File: src/rtl/cest_buff_ctrl.sv
// Pilot-buffer sequencer: fills the BRAM with one frame, then drains it in address
// order through a 2-entry skid FIFO that hides the 1-cycle BRAM read latency.
module cest_buff_ctrl #(
    parameter int unsigned DEPTH = 28,
    parameter int unsigned AW    = 5,
    parameter int unsigned DW    = 8
) (
    input  logic          clk,
    input  logic          rst,
    input  logic          s_valid,
    output logic          s_ready,
    input  logic [DW-1:0] s_data,
    output logic          m_valid,
    input  logic          m_ready,
    output logic [DW-1:0] m_data,
    output logic          m_last,
    output logic          frame_done,
    output logic          bram_en,
    output logic          bram_we,
    output logic [AW-1:0] bram_addr,
    output logic [DW-1:0] bram_di,
    input  logic [DW-1:0] bram_dout
);

    localparam int unsigned CW = $clog2(DEPTH + 1);
    localparam logic [AW-1:0] IDX_LAST = AW'(DEPTH - 1);
    localparam logic [CW-1:0] RD_END   = CW'(DEPTH);

    typedef enum logic {FILL, DRAIN} state_t;

    state_t        state, state_nxt;
    logic [AW-1:0] wr_ptr;
    logic [CW-1:0] rd_ptr;
    logic [AW-1:0] pop_cnt;
    logic [DW-1:0] fifo0, fifo1;
    logic [1:0]    fifo_cnt;
    logic          rd_pend;

    logic valid_c, pop_c, accept_c, last_pop_c, issue_c;

    assign valid_c    = !rst && (fifo_cnt != 2'd0);
    assign pop_c      = valid_c && m_ready;
    assign accept_c   = !rst && (state == FILL) && s_valid;
    assign last_pop_c = pop_c && (pop_cnt == IDX_LAST);
    // Read only if the FIFO can still take it once the pending read lands.
    assign issue_c    = !rst && (state == DRAIN) && (rd_ptr < RD_END) &&
                        ((3'(fifo_cnt) + 3'(rd_pend)) <= (3'd1 + 3'(pop_c)));

    always_ff @(posedge clk) begin
        if (rst) state <= FILL;
        else     state <= state_nxt;
    end

    always_comb begin
        state_nxt = state;
        unique case (state)
            FILL:  if (accept_c && (wr_ptr == IDX_LAST)) state_nxt = DRAIN;
            DRAIN: if (last_pop_c)                       state_nxt = FILL;
            default: state_nxt = FILL;
        endcase
    end

    always_comb begin
        s_ready   = 1'b0;
        m_valid   = valid_c;
        m_data    = fifo0;
        m_last    = valid_c && (pop_cnt == IDX_LAST);
        bram_en   = 1'b0;
        bram_we   = 1'b0;
        bram_addr = '0;
        bram_di   = '0;
        if (!rst) begin
            unique case (state)
                FILL: begin
                    s_ready = 1'b1;
                    if (s_valid) begin
                        bram_en   = 1'b1;
                        bram_we   = 1'b1;
                        bram_addr = wr_ptr;
                        bram_di   = s_data;
                    end
                end
                DRAIN: begin
                    if (issue_c) begin
                        bram_en   = 1'b1;
                        bram_addr = AW'(rd_ptr);
                    end
                end
                default: ;
            endcase
        end
    end

    // Pointers, read pipeline and skid FIFO (fifo0 is the head).
    always_ff @(posedge clk) begin
        if (rst) begin
            wr_ptr     <= '0;
            rd_ptr     <= '0;
            pop_cnt    <= '0;
            fifo0      <= '0;
            fifo1      <= '0;
            fifo_cnt   <= '0;
            rd_pend    <= 1'b0;
            frame_done <= 1'b0;
        end else begin
            frame_done <= last_pop_c;
            rd_pend    <= issue_c;
            if (accept_c)
                wr_ptr <= (wr_ptr == IDX_LAST) ? '0 : wr_ptr + AW'(1);
            if (issue_c)
                rd_ptr <= rd_ptr + CW'(1);
            if (pop_c)
                pop_cnt <= pop_cnt + AW'(1);

            unique case ({rd_pend, pop_c})
                2'b10: begin
                    if (fifo_cnt == 2'd0) fifo0 <= bram_dout;
                    else                  fifo1 <= bram_dout;
                    fifo_cnt <= fifo_cnt + 2'd1;
                end
                2'b01: begin
                    fifo0    <= fifo1;
                    fifo_cnt <= fifo_cnt - 2'd1;
                end
                2'b11: begin
                    if (fifo_cnt == 2'd1) begin
                        fifo0 <= bram_dout;
                    end else begin
                        fifo0 <= fifo1;
                        fifo1 <= bram_dout;
                    end
                end
                default: ;
            endcase

            if (last_pop_c) begin
                rd_ptr   <= '0;
                pop_cnt  <= '0;
                fifo_cnt <= '0;
                rd_pend  <= 1'b0;
            end
        end
    end

endmodule
File: config.mk
export PLATFORM = sky130hd
export DESIGN_NAME = cest_buff_ctrl
export DESIGN_NICKNAME = d
export VERILOG_FILES = /design/src/rtl/cest_buff_ctrl.sv
export SDC_FILE = /design/constraint.sdc
export NUM_CORES = 1
export LEC_CHECK = 0
export ABC_CLOCK_PERIOD_IN_PS = 8400
export BUFFER_PORTS_ARGS = -buffer_cell sky130_fd_sc_hd__buf_4
export CAP_MARGIN = 30
export CELL_PAD_IN_SITES_DETAIL_PLACEMENT = 0
export CELL_PAD_IN_SITES_GLOBAL_PLACEMENT = 1
export CORE_MARGIN = 5
export CORE_UTILIZATION = 42
export CTS_CLUSTER_SIZE = 30
export DETAILED_ROUTE_END_ITERATION = 8
export PLACE_DENSITY = 0.94
export SLEW_MARGIN = 20
export SYNTH_ARGS = -nofsm -noshare
export SYNTH_HDL_FRONTEND = slang
export SYNTH_SLANG_ARGS = --single-unit
File: constraint.sdc
create_clock -name clk -period 8.4 [get_ports clk]
set_clock_uncertainty 0.1 [all_clocks]
set_input_delay 0.42 -clock clk [delete_from_list [all_inputs] [get_ports clk]]
set_output_delay 0.42 -clock clk [all_outputs]
set_load 0.01 [all_outputs]
# Word-level counts from Yosys, hierarchy flattened
# Cells that the tools add are included.
[totals]
reg_bits = 36
input_bits = 20
output_inout_bits = 27
[op_classes]
addsub = 7
n_lt_le_gt_ge = 2
eq_ne = 9
muxes = 26
bitwise = 1
n_reduce_logical = 19
[ops]
columns = ["operator", "count"]
rows = [
  ["$mux W8", 7],
  ["$pmux W8 S3", 1],
  ["$mux W5", 4],
  ["$pmux W8 S2", 1],
  ["$add A5 B1 Y5 const B", 3],
  ["$eq A5 B5 Y1 const B", 2],
  ["$logic_and A1 B1 Y1", 10],
  ["$pmux W5 S2", 1],
  ["$mux W1", 9],
  ["$ne A2 B2 Y1 const B", 3],
  ["$reduce_bool A2 Y1", 3],
  ["$lt A5 B5 Y1 const B", 1],
  ["$eq A2 B1 Y1 const B", 2],
  ["$eq A2 B2 Y1 const B", 2],
  ["$pmux W1 S2", 2],
  ["$pmux W2 S2", 1],
  ["$add A2 B1 Y3", 1],
  ["$le A3 B2 Y1", 1],
  ["$reduce_and A3 Y1", 1],
  ["$reduce_bool A3 Y1", 1],
  ["$add A1 B1 Y2 const A", 1],
  ["$add A2 B1 Y2 const B", 1],
  ["$logic_not A2 Y1", 1],
  ["$reduce_and A2 Y1", 1],
  ["other kinds (4)", 4],
]

# Logic depth before layout (Yosys ltp)
# Gate-level depths: netlist of run 1.
[logic_depth]
depth_word = 9
depth_mapped = 9
ltp_nobuf = 9

# Least setup slack after synthesis of run 1
# OpenSTA, ideal clock, no wires.
[synth_path]
path_kind = "flip-flop to output port"
start = "reg fifo_cnt[0]"
end = "out bram_addr[0]"
arrival_time_ps = 2439
setup_slack_ps = 5441
stages_incl_launch_ff = 10
n_path_buf = 0
cell_sequence = "dfxtp_1 -> inv_1 -> ha_1 -> or3b_4 -> inv_4 -> fa_1 -> o21ba_2 -> a21o_1 -> nor2_1 -> a22o_1"
[synth_via]
elab_chain_len = 9
elab_cells_between_ends = 10
[synth_rtl]
columns = ["element", "line_no", "text"]
rows = [
  ["start: declaration", "36", "logic [1:0] fifo_cnt;"],
  ["start signal: assignment", "119", "fifo_cnt <= fifo_cnt + 2'd1;"],
  ["start signal: assignment", "123", "fifo_cnt <= fifo_cnt - 2'd1;"],
  ["$reduce_bool A2 Y1", "41", "assign valid_c = !rst && (fifo_cnt != 2'd0);"],
  ["$logic_and A1 B1 Y1", "41", ""],
  ["$logic_and A1 B1 Y1", "42", "assign pop_c = valid_c && m_ready;"],
  ["net pop_c", "39", "logic valid_c, pop_c, accept_c, last_pop_c, issue_c;"],
  ["$add A1 B1 Y2", "47", "((3'(fifo_cnt) + 3'(rd_pend)) <= (3'd1 + 3'(pop_c)));"],
  ["$le A3 B2 Y1", "47", ""],
  ["$logic_and A1 B1 Y1", "46", "assign issue_c = !rst && (state == DRAIN) && (rd_ptr < RD_END) &&"],
  ["$mux W5", "84", "if (issue_c) begin"],
  ["$pmux W5 S2", "73", "unique case (state)"],
  ["$mux W5", "72", "if (!rst) begin"],
  ["end: declaration", "20", "output logic [AW-1:0] bram_addr,"],
]
# The timed path passes the listed nets, and every way through them passes these cells.

# Worst setup path after layout of run 1
[layout_path]
start = "reg fifo_cnt[0]"
end = "out bram_en"
[layout_via]
elab_chain_len = 9
elab_cells_between_ends = 10
[layout_rtl]
columns = ["element", "line_no", "text"]
rows = [
  ["$reduce_bool A2 Y1", "41", ""],
  ["$logic_and A1 B1 Y1", "41", ""],
  ["$logic_and A1 B1 Y1", "42", ""],
  ["net pop_c", "39", ""],
  ["$add A1 B1 Y2", "47", ""],
  ["$le A3 B2 Y1", "47", ""],
  ["$logic_and A1 B1 Y1", "46", ""],
  ["$mux W1", "84", ""],
  ["$pmux W1 S2", "73", ""],
  ["$mux W1", "72", ""],
  ["end: declaration", "18", "output logic bram_en,"],
]
# The timed path passes the listed nets, and every way through them passes these cells.

==> flow_summary.toml, run 1 <==
[detailed_routing]
drtIter0Drc = 72
drt-wirelength-per-cell_um = 13.0
dr_total_vias = 1579
firstDrtPassIters = 4
viasPerCell = 5.25
drc = 0
finalWirelength_mm = 3.90
drt.antenna.violating_nets = 0

[sta]
fin_ws_ns = 4.86
setup_viol = 0
worst_slew_pin_slew_ns = 0.979
worst_slew_margin_rel = 0.342
finalHoldViolCount = 0
fin_tns_setup_ns = 0
final.min_clock_period_ns = 3.54
rsz0062_at_grt = "no"
period_share = 0.422
fmax_mhz = 282
slew_violations = 0

[global_route]
grt_overflow = 0
grt_pass1_wl_mm = 6.32
first_global_vias = 1474
gr-usage-met3 = 0.0396
antenna_found_initial = 0
grt_use_met2 = 0.232
grt_max_degree = 25
grt.busiest_layer = "met2"
use_met1 = 0.180
grt_usage = 0.142

[finish]
drive_above_1_share = 0.239
finalInstanceArea_mm2 = 0.00229
nets = 281
areaGrowthSynthToFinish_pct = 26.2
utilization = 0.560
diodes = 0
stdcell_count = 301

[placement]
placedCellCount = 292
place_congestion = 0.772
place_hpwl_mm = 2.98
io_buffers = 46
pre_cts_ws_ns = 5.15
place_area_mm2 = 0.00219

[hold_path]
whs_path_depth = 3
hp-start = "bram_dout[0]"
hold_path.class = "in -> reg"
whs_endpoint = "fifo1[0]$_SDFFE_PP0P_"

[yosys]
yosysMostFrequentCell = "dfxtp_1"
postSynthAreaPerCell_um2 = 8.97
yosys-top-cells-count = "dfxtp_1 (36), nor2_1 (24), nand2_1 (18)"
ys_ff_latch = 36
synth_cell_types = 39
synth_top_cell_area_share = 0.398
synth_edf_count = 0
synth_top_cell_by_area = "dfxtp_1"
syn-instance-count = 202
synth-main-ff-cell = "dfxtp_1"
synthArstFlopShare = 0
synth_area_leaders = "dfxtp_1 (40%), mux2i_1 (6.6%), ha_1 (6.2%)"
synth_area_mm2 = 0.00181
synth_fp_nets = 232
yosysSeqAreaShare = 0.398
yosysWarnings = 0

[clock_tree]
cts_sinks = 36
ctsHtreeMaxLevel = 2
clock-root-buffer = "clkbuf_8"
postCtsSetupBuffers = 0
cts.reportedPaths.clkPinSlew_ns = 0.07
cts_tree = "built"
cts.repair.resized = 0
clockBufferDepth = 2
insertion_delay_ns = 0.28
cts_made_buffers = 5
cts_hold_buffers = 0

[pwr]
seqPwrFrac = 0.561
peakVddDrop_v = 0.0000568
p_sw_frac = 0.219
leakage_nw = 1.02
p_int_w = 0.000240
p_sw_w = 0.0000673
powerDensity_mw_per_mm2 = 134
power.share.clock = 0.366
combPwrFrac = 0.074

[setup_path]
path_max_fanout = 9
r2r_cells = 9
startpoint_type = "flip-flop"
worstSetupPathType = "reg -> out"
worstPathRequired_ns = 7.88
rrSetupSlack_ns = 5.50
arrival_ns = 3.02
end_kind = "output pin"
worst_r2r_endpoint = "rd_ptr[3]$_SDFFE_PP0P_"
timing.rr.start = "fifo_cnt[0]$_SDFFE_PP0P_"

[floorplan]
start_util = 0.443
coreArea_mm2 = 0.00409
pin_count = 47
die_y_um = 75.7
rows = 23
die_x_um = 75.7
die_area_mm2 = 0.00573

[run]
cap_violations = 0

[status]
status = "complete, no violations"
-- power by group through the flow --
stage	Clock (W)	Sequential (W)	Combinational, W
floorplan	0	0.000176	0.0000102
global placement	0	0.000176	0.0000222
CTS	0.000118	0.000172	0.0000225
detailed placement	0	0.000176	0.0000224
finish	0.000112	0.000172	0.0000226
global route	0.000122	0.000172	0.0000252
-- how the worst max path moves through the flow --
| stage | from | to | slack, ns | cells past startpoint |
|---|---|---|---|---|
| after global routing | fifo_cnt[0]$_SDFFE_PP0P_ | bram_en | 4.64 | 10 |
| final | fifo_cnt[0]$_SDFFE_PP0P_ | bram_en | 4.86 | 10 |
| after CTS | fifo_cnt[0]$_SDFFE_PP0P_ | bram_en | 4.83 | 10 |
| after floorplan | fifo_cnt[0]$_SDFFE_PP0P_ | bram_addr[0] | 5.44 | 9 |
| after detailed placement | fifo_cnt[1]$_SDFFE_PP0P_ | bram_en | 5.15 | 10 |
| after global placement | fifo_cnt[0]$_SDFFE_PP0P_ | bram_en | 5.20 | 10 |
-- cell type report --
class / instances / area, um^2
Clock buffer: 6 / 72.6
Sequential cell: 36 / 721
Inverter: 9 / 36.3
Timing Repair Buffer: 48 / 360
Multi-Input combinational cell: 151 / 1030
Tap cell: 50 / 62.6
Clock inverter: 1 / 5.00
Fill cell: 398 / 1800
-- sequential cells by signal, summed over array words and instances, names as in the netlist, 2 cells and up --
name and count:
m_data 8, fifo_cnt 2, pop_cnt 5, rd_ptr 5, fifo1 8, wr_ptr 5
-- placed cells by master, fill, tap and decap left out, drive strengths merged, types with 6 or more instances in the layout --
cell type,synthesis,routed
a221oi,8,8
and2,12,12
buf,2,48
clkbuf,4,6
dfxtp,36,36
ha,9,9
inv,9,9
mux2i,12,12
nand2,18,18
nor2,24,24
o21ai,11,11
xor2,6,6
-- through the flow --
stage | total power, W | hold WS (ns)
floorplan | 0.000186 | 0.335
global placement | 0.000198 | 0.342
detailed placement | 0.000199 | 0.349
CTS | 0.000313 | 0.287
global route | 0.000320 | 0.297
finish | 0.000307 | 0.298
-- cell families after synthesis --
family,after synthesis,share of synthesized area
and+or+nand+nor,78,0.222
AOI/OAI and AO/OA,42,0.164
DFF,36,0.398
buffers and inverters,15,0.0338
muxes,12,0.0663
adders and majority gates,10,0.0732
xor gates and xnor gates,9,0.0435
-- routing by layer --
layer	vias to the layer above	share of wire
li1	810	-
met1	728	0.46
met2	35	0.46
met3	6	0.060
met4	0	0.010
met5	-	0
-- worst max-delay path, stage by stage (launching register included) --
cell     delay (ns)
dfxtp_1        0.39
inv_1          0.06
ha_1           0.23
or3b_4         0.42
inv_4          0.12
fa_1           0.44
nor2_1         0.14
a311o_1        0.35
nor2_1         0.16
or2_2          0.29
buf_4          0.14
(Power assumes the default switching activity.)
==> inputs of run 2 (changes only) <==
ABC_CLOCK_PERIOD_IN_PS = 3300   (was 8400)
CORE_UTILIZATION = 39   (was 42)
PLACE_DENSITY = 0.89   (was 0.94)
clock period = 3.3 ns   (was 8.4 ns; I/O delays follow)
==> flow_summary.toml, run 2 (synthesis results as in run 1) <==
[finish]
nets = 285
stdcell_count = 308
drive_above_1_share = 0.273
diodes = 0
fillers = 429
finalInstanceArea_mm2 = 0.00237
final_cell_mix = "buf_4 (52), dfxtp_1 (36), nor2_1 (22)"
final_common_cell = "buf_4"
areaGrowthSynthToFinish_pct = 30.7

[global_route]
first_global_vias = 1542
use_met1 = 0.182
grt_max_degree = 25
antenna_found_initial = 0
grt_usage = 0.140
grt_use_met2 = 0.219
grt.busiest_layer = "met2"
gr-usage-met3 = 0.0400
grt_overflow = 0
grt_pass1_wl_mm = 6.98

[setup_path]
critPathTopFamily = "adder cells"
r2r_cells = 9
timing.rr.start = "fifo_cnt[0]$_SDFFE_PP0P_"
end_kind = "output pin"
startpoint_type = "flip-flop"
cp_slowest_cell = "fa_1"
crit_chain = "inv_1, ha_2, or3b_4, inv_6, fa_1, o21ba_2, a21o_2, nor2_4, a22o_1, buf_4"
worstSetupPathType = "reg -> out"
worstPathRequired_ns = 3.03
max_stage_delay_ns = 0.45
worst-path-buf-inv = 3
path_max_fanout = 9
arrival_ns = 2.87
rrSetupSlack_ns = 0.38
worst_r2r_endpoint = "rd_ptr[3]$_SDFFE_PP0P_"

[run]
cap_violations = 0

[sta]
final.min_clock_period_ns = 3.14
rsz0062_at_grt = "no"
setup_viol = 0
fmax_mhz = 319
finalHoldViolCount = 0
worst_slew_margin_rel = 0.528
slew_violations = 0
fin_tns_setup_ns = 0
hold_slack_ns = 0.0186
worst_slew_pin_slew_ns = 0.689
period_share = 0.951

[floorplan]
rows = 24
die_x_um = 78.2
pin_count = 47
start_util = 0.408
coreArea_mm2 = 0.00444
die_y_um = 78.2
die_area_mm2 = 0.00611

[hold_path]
hold_path.class = "in -> reg"
whs_endpoint = "wr_ptr[1]$_SDFFE_PP0P_"
whs_path_depth = 2
hp-start = "rst"

[detailed_routing]
drtIter0Drc = 84
firstDrtPassIters = 4
viasPerCell = 5.15
dr_total_vias = 1586
drc = 0
finalWirelength_mm = 4.19
drt-wirelength-per-cell_um = 13.6
drt.antenna.violating_nets = 0

[pwr]
p_int_w = 0.000692
combPwrFrac = 0.065
p_sw_frac = 0.218
p_sw_w = 0.000193
peakVddDrop_v = 0.000220
leakage_nw = 1.04
power_w = 0.000885
powerDensity_mw_per_mm2 = 374
seqPwrFrac = 0.495
power.share.clock = 0.439

[placement]
io_buffers = 46
placedCellCount = 297
place_congestion = 0.793
place_hpwl_mm = 2.96
place_area_mm2 = 0.00222

[clock_tree]
cts.reportedPaths.clkPinSlew_ns = 0.08
insertion_delay_ns = 0.29
cts_sinks = 36
cts_tree = "built"
clockBufferDepth = 2
cts_hold_buffers = 0
ctsHtreeMaxLevel = 2
cts_made_buffers = 5
clock-root-buffer = "clkbuf_8"

[status]
status = "complete, no violations"
## run 2: cell count changes in the layout (fill, tap and decap cells not counted), sizes merged
cell    change
bufinv      +1
buf         +4
## run 2: through the flow
stage | util | worst slack, ns
floorplan | - | 0.550
global placement | 0.499 | 0.349
detailed placement | 0.499 | 0.281
CTS | 0.524 | 0.0706
global route | 0.533 | 0.0282
finish | 0.533 | 0.163
## run 2: metal layers
layer,share of wire,wire (um)
met4,0.015,63
met2,0.46,1930
met3,0.033,140
met1,0.49,2060
met5,0,0
## run 2: power by group through the flow
stage | clock, W | combinational (W) | sequential [W]
after CTS | 0.000395 | 0.0000587 | 0.000439
final | 0.000389 | 0.0000578 | 0.000439
after global placement | 0 | 0.0000579 | 0.000449
after floorplan | 0 | 0.0000259 | 0.000448
after detailed placement | 0 | 0.0000586 | 0.000449
after global routing | 0.000412 | 0.0000644 | 0.000439
## run 2: layout make-up
type | count | area (um^2) | area share
Multi-Input combinational cell | 151 | 1040 | 0.441
Timing Repair Buffer | 52 | 390 | 0.165
Inverter | 9 | 38.8 | 0.0164
Sequential cell | 36 | 721 | 0.304
Clock buffer | 6 | 72.6 | 0.0307
Clock inverter | 2 | 35.0 | 0.0148
Tap cell | 52 | 65.1 | 0.0275
## run 2: worst max path at each step
stage,depth (start not counted),from,to
floorplan,9,fifo_cnt[0]$_SDFFE_PP0P_,rd_ptr[3]$_SDFFE_PP0P_
global placement,10,fifo_cnt[0]$_SDFFE_PP0P_,bram_en
detailed placement,10,fifo_cnt[0]$_SDFFE_PP0P_,bram_addr[0]
CTS,10,fifo_cnt[0]$_SDFFE_PP0P_,bram_addr[0]
global route,10,fifo_cnt[1]$_SDFFE_PP0P_,bram_addr[2]
finish,10,fifo_cnt[0]$_SDFFE_PP0P_,bram_addr[0]
## run 2: timing repair
action                                 CTS  global route
buffers inserted                         0             3
pin swaps                                1             2
resized for setup                        2             5
setup endpoints to repair                6             6
endpoints found under the hold margin    0             0
